**src/rtl/uart_pkg.sv**
```systemverilog
// Shared constants and drain FSM encoding for the UART receive path.
package uart_pkg;

    localparam int WIDTH_DATA_DEF = 8;
    localparam int WIDTH_DIV_DEF  = 16;
    localparam int MIN_DIV        = 2;

    typedef enum logic {
        CTRL_IDLE = 1'b0,
        CTRL_ACK  = 1'b1
    } ctrl_state_e;

endpackage

```
**src/rtl/uart_baud_gen.sv**
```systemverilog
// Bit-rate strobe generator: counts 0..D-1, high for the second half of the period,
// re-phased to zero by a start-edge pulse so receiver sampling lands mid-bit.
module uart_baud_gen
    import uart_pkg::*;
#(
    parameter int WIDTH_DIV = WIDTH_DIV_DEF
) (
    input  logic                 i_clk,
    input  logic                 i_nrst,
    input  logic                 i_en,
    input  logic [WIDTH_DIV-1:0] i_div,
    input  logic                 i_srst_clk,
    output logic                 o_clk_rx
);

    logic [WIDTH_DIV-1:0] cnt_q;
    logic [WIDTH_DIV-1:0] cnt_next;
    logic [WIDTH_DIV-1:0] div_q;
    logic [WIDTH_DIV-1:0] d_cur;
    logic [WIDTH_DIV-1:0] half;
    logic                 clk_q;
    logic                 clk_next;

    // The divisor is only sampled while cnt sits at 0 (wrap, re-phase or disabled),
    // so a mid-period change cannot shorten the period and create an extra edge.
    always_comb begin
        d_cur = div_q;
        if (cnt_q == '0) begin
            d_cur = (i_div < WIDTH_DIV'(MIN_DIV)) ? WIDTH_DIV'(MIN_DIV) : i_div;
        end
        half = d_cur >> 1;

        if (i_srst_clk || !i_en) begin
            cnt_next = '0;
        end else if (cnt_q == d_cur - 1'b1) begin
            cnt_next = '0;
        end else begin
            cnt_next = cnt_q + 1'b1;
        end

        clk_next = !i_srst_clk && i_en && (cnt_next >= half);
    end

    always_ff @(posedge i_clk or negedge i_nrst) begin
        if (!i_nrst) begin
            cnt_q <= '0;
            div_q <= WIDTH_DIV'(MIN_DIV);
            clk_q <= 1'b0;
        end else begin
            cnt_q <= cnt_next;
            div_q <= d_cur;
            clk_q <= clk_next;
        end
    end

    assign o_clk_rx = clk_q;

endmodule

```
**src/rtl/uart_rx_ctrl.sv**
```systemverilog
// UART receive controller: baud strobe, receiver drain handshake and core-side stream buffer.
// Define RX_FIFO_EN for a circular FIFO of 2**DEPTH_LOG2 words; otherwise a single holding register.
module uart_rx_ctrl
    import uart_pkg::*;
#(
    parameter int WIDTH_DATA = WIDTH_DATA_DEF,
    parameter int WIDTH_DIV  = WIDTH_DIV_DEF,
    parameter int DEPTH_LOG2 = 2
) (
    input  logic                  i_clk,
    input  logic                  i_nrst,
    input  logic                  i_en,
    input  logic [WIDTH_DIV-1:0]  i_div,
    output logic                  o_clk_rx,
    input  logic                  i_srst_clk,
    input  logic                  i_rx_rdy,
    input  logic [WIDTH_DATA-1:0] i_rx_data,
    output logic                  o_rx_re,
    output logic                  o_valid,
    output logic [WIDTH_DATA-1:0] o_data,
    input  logic                  i_ready,
    output logic [DEPTH_LOG2:0]   o_level,
    output logic                  o_ovr,
    input  logic                  i_ovr_clr,
    output ctrl_state_e           o_state
);

    ctrl_state_e state_q;
    ctrl_state_e state_d;
    logic        push_req;
    logic        push;
    logic        pop;
    logic        full;
    logic        drop;
    logic        ovr_q;

    uart_baud_gen #(.WIDTH_DIV(WIDTH_DIV)) u_baud_gen (
        .i_clk      (i_clk),
        .i_nrst     (i_nrst),
        .i_en       (i_en),
        .i_div      (i_div),
        .i_srst_clk (i_srst_clk),
        .o_clk_rx   (o_clk_rx)
    );

    always_ff @(posedge i_clk or negedge i_nrst) begin
        if (!i_nrst) state_q <= CTRL_IDLE;
        else         state_q <= state_d;
    end

    // ACK waits for the receiver to drop ready so a word is never taken twice.
    always_comb begin
        state_d = state_q;
        case (state_q)
            CTRL_IDLE: if (i_rx_rdy)  state_d = CTRL_ACK;
            CTRL_ACK:  if (!i_rx_rdy) state_d = CTRL_IDLE;
            default:   state_d = CTRL_IDLE;
        endcase
    end

    always_comb begin
        push_req = (state_q == CTRL_IDLE) && i_rx_rdy;
        o_rx_re  = push_req;
        o_state  = state_q;
    end

    // A pop frees a slot in the same cycle, so push-on-full with pop is not an overrun.
    assign pop  = o_valid && i_ready;
    assign push = push_req && (!full || pop);
    assign drop = push_req && full && !pop;

`ifdef RX_FIFO_EN
    localparam int DEPTH = 1 << DEPTH_LOG2;

    logic [WIDTH_DATA-1:0] mem_q [DEPTH];
    logic [DEPTH_LOG2-1:0] wr_ptr_q;
    logic [DEPTH_LOG2-1:0] rd_ptr_q;
    logic [DEPTH_LOG2:0]   level_q;

    always_ff @(posedge i_clk or negedge i_nrst) begin
        if (!i_nrst) begin
            for (int i = 0; i < DEPTH; i++) mem_q[i] <= '0;
            wr_ptr_q <= '0;
            rd_ptr_q <= '0;
            level_q  <= '0;
        end else begin
            if (push) begin
                mem_q[wr_ptr_q] <= i_rx_data;
                wr_ptr_q        <= wr_ptr_q + 1'b1;
            end
            if (pop) rd_ptr_q <= rd_ptr_q + 1'b1;
            if (push && !pop)      level_q <= level_q + 1'b1;
            else if (!push && pop) level_q <= level_q - 1'b1;
        end
    end

    assign full    = (level_q == (DEPTH_LOG2 + 1)'(DEPTH));
    assign o_valid = (level_q != '0);
    assign o_data  = mem_q[rd_ptr_q];
    assign o_level = level_q;
`else
    logic [WIDTH_DATA-1:0] hold_q;
    logic                  hold_valid_q;

    always_ff @(posedge i_clk or negedge i_nrst) begin
        if (!i_nrst) begin
            hold_q       <= '0;
            hold_valid_q <= 1'b0;
        end else begin
            if (push) hold_q <= i_rx_data;
            hold_valid_q <= push || (hold_valid_q && !pop);
        end
    end

    assign full    = hold_valid_q;
    assign o_valid = hold_valid_q;
    assign o_data  = hold_q;
    assign o_level = {{DEPTH_LOG2{1'b0}}, hold_valid_q};
`endif

    // Set has priority over clear when both land in the same cycle.
    always_ff @(posedge i_clk or negedge i_nrst) begin
        if (!i_nrst)        ovr_q <= 1'b0;
        else if (drop)      ovr_q <= 1'b1;
        else if (i_ovr_clr) ovr_q <= 1'b0;
    end

    assign o_ovr = ovr_q;

endmodule

```
**config.mk**
```make
export PLATFORM = sky130hd
export DESIGN_NAME = uart_rx_ctrl
export DESIGN_NICKNAME = d
export VERILOG_FILES = /design/src/rtl/uart_pkg.sv /design/src/rtl/uart_baud_gen.sv /design/src/rtl/uart_rx_ctrl.sv
export SDC_FILE = /design/constraint.sdc
export NUM_CORES = 1
export LEC_CHECK = 0
export CAP_MARGIN = 25
export CORE_MARGIN = 2
export CORE_UTILIZATION = 44
export DETAILED_ROUTE_END_ITERATION = 8
export PLACE_DENSITY = 0.79
export SKIP_CTS_REPAIR_TIMING = 1
export SYNTH_ARGS = -nofsm -noshare
export SYNTH_HDL_FRONTEND = slang
export SYNTH_SLANG_ARGS = --single-unit
```
**constraint.sdc**
```tcl
create_clock -name i_clk -period 5.01 [get_ports i_clk]
set_input_delay 0.501 -clock i_clk [delete_from_list [all_inputs] [get_ports i_clk]]
set_output_delay 0.501 -clock i_clk [all_outputs]
set_load 0.03 [all_outputs]
```
Word level (Yosys, flattened, before mapping)
Cells that the tools add are included.
{ "word_totals": {"regBits": 44, "latch_bits": 0, "mem_bits_rw": 0, "romBits": 0, "inputBits": 31, "output_inout_bits": 16, "wordCells": 37, "memories": 0} }
{ "op_classes": {"n_addsub": 2, "n_mul": 0, "div_mod_pow": 0, "order_cmp": 2, "n_eq_ne": 1, "shifts": 0, "n_mux": 7, "n_bitwise": 1, "n_reduce_logical": 17} }
{ "ops": {"columns": ["op", "n"], "rows": [
  ["$mux 16", 4],
  ["$add 16x1->16 const B", 1],
  ["$eq 16x16->1", 1],
  ["$ge 16x15->1", 1],
  ["$logic_not 16->1", 1],
  ["$lt 16x2->1 const B", 1],
  ["$sub 16x1->16 const B", 1],
  ["$logic_and 1x1->1", 8],
  ["$logic_not 1->1", 4],
  ["$logic_or 1x1->1", 3],
  ["$mux 1", 3],
  ["$reduce_bool 2->1", 1],
  ["$not 1->1", 1]
]} }

Longest topological paths before layout
{ "logic_depth": {"word_depth": 9, "depth_mapped": 27, "ltp_nobuf": 24} }

By module
From an unflattened synthesis, not the netlist that was laid out.
{ "hier_totals": {"hier_cells": 356, "hier_area_um2": 3399.5} }
{ "by_module_without_submodules": {"columns": ["module", "n_inst", "cells_each", "area_each_um2", "seq_area_each_um2"], "rows": [
  ["uart_baud_gen", 1, 325, 2907.8, 827.0],
  ["uart_rx_ctrl", 1, 31, 491.7, 275.3]
]} }

Least setup slack after synthesis
No wires, ideal clock.
{ "synth_path": {"path_type": "input -> register", "startpoint": "in i_div[7]", "endpoint": "reg u_baud_gen.clk_q (netlist: u_baud_gen.o_clk_rx)", "setup_ns": 0.133, "arrival_time_ns": 5.067, "required_ns": 4.877, "slack_ns": -0.190, "path_stages": 22, "path_buffers": 1, "path_cell_list": "or4_1 > or3_1 > o311ai_0 > a21boi_1 > ha_1 > inv_1 > nor3_1 > o22ai_1 > xnor2_1 > or4_4 > nor4_4 > buf_6 > nor3_1 > ha_1 > a21oi_1 > nor2b_1 > o21ai_0 > nand2b_1 > a21oi_1 > o21ai_0 > o41ai_1 > a21oi_1"} }
{ "synth_between": {"elab_chain_len": 9} }
{ "synth_lines": {"columns": ["item", "line", "rtl"], "rows": [
  ["from (decl)", "uart_rx_ctrl.sv:13", "input logic [WIDTH_DIV-1:0] i_div,"],
  ["$lt 16x2->1", "uart_baud_gen.sv:29", "d_cur = (i_div < WIDTH_DIV'(MIN_DIV)) ? WIDTH_DIV'(MIN_DIV) : i_div;"],
  ["$mux 16 *", "uart_baud_gen.sv:29", null],
  ["$mux 16 *", "uart_baud_gen.sv:28", "if (cnt_q == '0) begin"],
  ["$sub 16x1->16 *", "uart_baud_gen.sv:35", "end else if (cnt_q == d_cur - 1'b1) begin"],
  ["$eq 16x16->1 *", "uart_baud_gen.sv:35", null],
  ["$mux 16 *", "uart_baud_gen.sv:35", null],
  ["$mux 16 *", "uart_baud_gen.sv:33", "if (i_srst_clk || !i_en) begin"],
  ["net u_baud_gen.cnt_next[9]", "uart_baud_gen.sv:17", "logic [WIDTH_DIV-1:0] cnt_next;"],
  ["$ge 16x15->1 *", "uart_baud_gen.sv:41", "clk_next = !i_srst_clk && i_en && (cnt_next >= half);"],
  ["$logic_and 1x1->1 *", "uart_baud_gen.sv:41", null],
  ["net u_baud_gen.clk_next", "uart_baud_gen.sv:22", "logic clk_next;"],
  ["to (signal assigned)", "uart_baud_gen.sv:52", "clk_q <= clk_next;"],
  ["to (decl)", "uart_baud_gen.sv:21", "logic clk_q;"]
]} }
The timed path passes the listed nets; every way through them passes the cells marked *.
A chain may end at the register's enable or synchronous reset.

Worst setup path in the final report
{ "layout_path": {"startpoint": "in i_div[6]", "endpoint": "reg u_baud_gen.clk_q (netlist: u_baud_gen.o_clk_rx)"} }
Same word-level chain as after synthesis.

==> results.ini <==
[floorplanning]
rows = 31
core_area_sq_mm = 0.007253
start_util_pct = 45.28
die_y_microns = 90.40
dieArea_sq_mm = 0.008171
io_pins = 47
die_x_microns = 90.40

[pwr]
ir_drop_v = 0.0001834
powerDensity_mw_per_mm2 = 210.2
p_leak_nw = 2.076

[setup_path]
reg2reg_from = u_baud_gen.cnt_q[0]
cp-start-kind = primary input
crit_type = primary input to register
regToRegEndpoint = u_baud_gen.o_clk_rx
cp.required_ns = 5.19
worstPathArrival_ns = 5.31
cp_max_fo = 5
critPathLaunch = i_div[6]
rr_worst_depth = 25
rrSetupSlack_ns = 0.06
end_kind = register

[synth]
synth_top_area_share_pct = 32.76
synth.distinct_cells = 56
synth-edff-count = 0
syn_inst = 368
synth_area_sq_mm = 0.003284
ys_seq_area_share_pct = 33.56
synth_warnings = 0
synth_seq_cells = 44
synthFlopType = dfrtp_1
async_flop_share_pct = 100.0
netlist_top_cells_area = dfrtp_1 33%, ha_1 6.9%, mux2i_1 5.5%, xnor2_1 5.1%, nor3_1 4.3%
avgSynthCellArea_sq_um = 8.925
yosys.area.top_type = dfrtp_1

[timing]
clock_skew_ns = 0.01139
rsz0062_at_grt = yes
setup_ws_ns = -0.1190
max_clock_freq_mhz = 195.0
worst_pin_slew_ns = 0.7997
hold_violations = 0
setup_violations = 1
hold_slack_ns = 0.04259
post-route-period-util_pct = 102.4
final_max_slew_viol_count = 0
slew_headroom_pct = 46.19
post-route-min-period_ns = 5.129

[clock_tree]
path_clk_slew_ns = 0.09
cts-buffers-inserted = 5
root_buffer = clkbuf_8
clockBufferDepth = 2
clkLatencyLatePin_ns = 0.31
htreeDepth = 2
cts.sinks = 44
cts_tree = yes

[placed_design]
hpwl_microns = 7240
portBuffers = 44
place_congestion = 0.9244

[grt]
antenna_found_initial = 0
grt_usage_pct = 23.04
grt_pass1_wl_microns = 15260
grt_max_degree = 45
grt_pass1_vias = 3218
grt_overflow = 0

[layout]
ff_latch_area_sq_mm = 0.001102
final_common_cell = buf_4
num_antenna_cells = 0
drive_gt1_share_pct = 25.81
layout_common_cells = 60 x buf_4, 43 x dfrtp_1, 30 x clkdlybuf4s50_1
layout.nets = 513
multi_input_area_sq_mm = 0.002186
fillers = 601
syn_to_final_growth_pct = 38.25
final_core_util_pct = 62.60

[detailed_routing]
drc = 0
viasPerCell = 5.715
routed_wirelength_microns = 9577
final_antenna_net_count = 0
wl_per_cell_microns = 16.98
via_count = 3223
drt_iter0_drc = 204
first_pass_iters = 5

[hold_path]
hold_path_class = primary input to asynchronous set/reset pin

[job]
maxCapViolCount = 0

[status]
failed_checks = setup timing
status = finished, violations left

==> report_power, final <==
group	switching, mW	internal [mW]
Sequential	0.0296	0.384
Combinational	0.163	0.142
Clock	0.125	0.112
==> synthesized netlist by cell type (2+ instances only) <==
| master | count |
|---|---|
| dfrtp_1 | 43 |
| nor3_1 | 28 |
| inv_1 | 26 |
| nand2_1 | 25 |
| xnor2_1 | 19 |
| ha_1 | 18 |
| mux2i_1 | 18 |
| nor2_1 | 18 |
| xor2_1 | 16 |
| nand3_1 | 12 |
| o21ai_0 | 12 |
| nor4_1 | 11 |
| a21oi_1 | 9 |
| mux2_2 | 9 |
| or3_1 | 9 |
| nand2b_1 | 8 |
| clkbuf_1 | 7 |
| and3_1 | 6 |
| buf_2 | 6 |
| nor2b_1 | 6 |
| nand4_1 | 5 |
| o211ai_1 | 5 |
| and2_1 | 4 |
| or4_1 | 4 |
| buf_4 | 3 |
| o22ai_1 | 3 |
| a211o_1 | 2 |
| a211oi_1 | 2 |
| a21o_1 | 2 |
| and4_1 | 2 |
| nor4_2 | 2 |
| nor4b_1 | 2 |
| o41ai_1 | 2 |
| or2_2 | 2 |
==> metrics by stage <==
stage               setup slack (ns)  TNS (ns)  cell area, sq um  cells  power, mW
floorplan                   0.004564         0              3336    369     0.5796
global placement             -0.5802   -0.5802              4192    546     0.6944
detailed placement           -0.6597   -0.6597              4192    546     0.7039
CTS                          -0.3474   -0.3474              4289    554     0.9421
global route                 -0.3122   -0.3122              4541    564      1.002
finish                       -0.1190   -0.1190              4541    564     0.9544
==> worst max-delay path by stage <==
stage / end / slack, ns / depth (start not counted)
floorplan: u_baud_gen.o_clk_rx / 0.005 / 23
global placement: u_baud_gen.o_clk_rx / -0.58 / 26
detailed placement: u_baud_gen.o_clk_rx / -0.66 / 26
CTS: u_baud_gen.o_clk_rx / -0.35 / 23
global route: u_baud_gen.o_clk_rx / -0.31 / 24
finish: u_baud_gen.o_clk_rx / -0.12 / 24
==> area by class of cell <==
class / instances / share of cell area (%)
clock buffers: 6 / 1.819
clock inverters: 2 / 0.3307
inverters: 26 / 2.149
multi-input cells: 281 / 48.14
flip-flops and latches: 44 / 24.28
well taps: 99 / 2.728
repair buffers: 106 / 20.56
==> critical path: stages <==
cell and delay (ns):
buf_6 0.09, or4_4 0.53, or3_4 0.37, o311ai_4 0.28
a21boi_4 0.25, ha_4 0.18, nand4b_1 0.10, nor2_1 0.16
o22ai_2 0.11, xnor2_1 0.16, or4_4 0.54, nor4_4 0.36
buf_4 0.20, nor3_2 0.06, ha_1 0.35, a21oi_2 0.16
nor2b_1 0.06, o21ai_1 0.16, nand2b_1 0.10, a21oi_2 0.16
o21ai_2 0.08, buf_4 0.13, nor4_2 0.13, a21oi_1 0.09
==> kinds of logic after synthesis <==
| family | after synthesis | synth area share [%] |
|---|---|---|
| mux | 27 | 8.571 |
| fa+ha+maj | 18 | 6.857 |
| simple gates | 150 | 25.68 |
| flops | 44 | 33.56 |
| xor+xnor | 35 | 9.333 |
| other cells | 1 | 0.1142 |
| buf+inv | 44 | 5.828 |
| compound gates | 49 | 10.06 |
==> routing by layer <==
metal | part of all wire [%] | routed length (microns) | track usage (%) | vias up
li1 | - | - | - | 1509
met5 | 0 | 0 | 0 | -
met2 | 50 | 4802 | 40.23 | 133
met4 | 1.9 | 185 | 7.949 | 0
met1 | 43 | 4083 | 29.13 | 1562
met3 | 5.3 | 505 | 3.422 | 19
==> flip-flops by register name, indices dropped and copies added, names as in the netlist <==
name and count:
o_state 1, u_baud_gen.div_q 16, o_data 8, u_baud_gen.cnt_q 16, o_valid 1, o_ovr 1
u_baud_gen.o_clk_rx 1
Power figures use the tool's default switching activity.
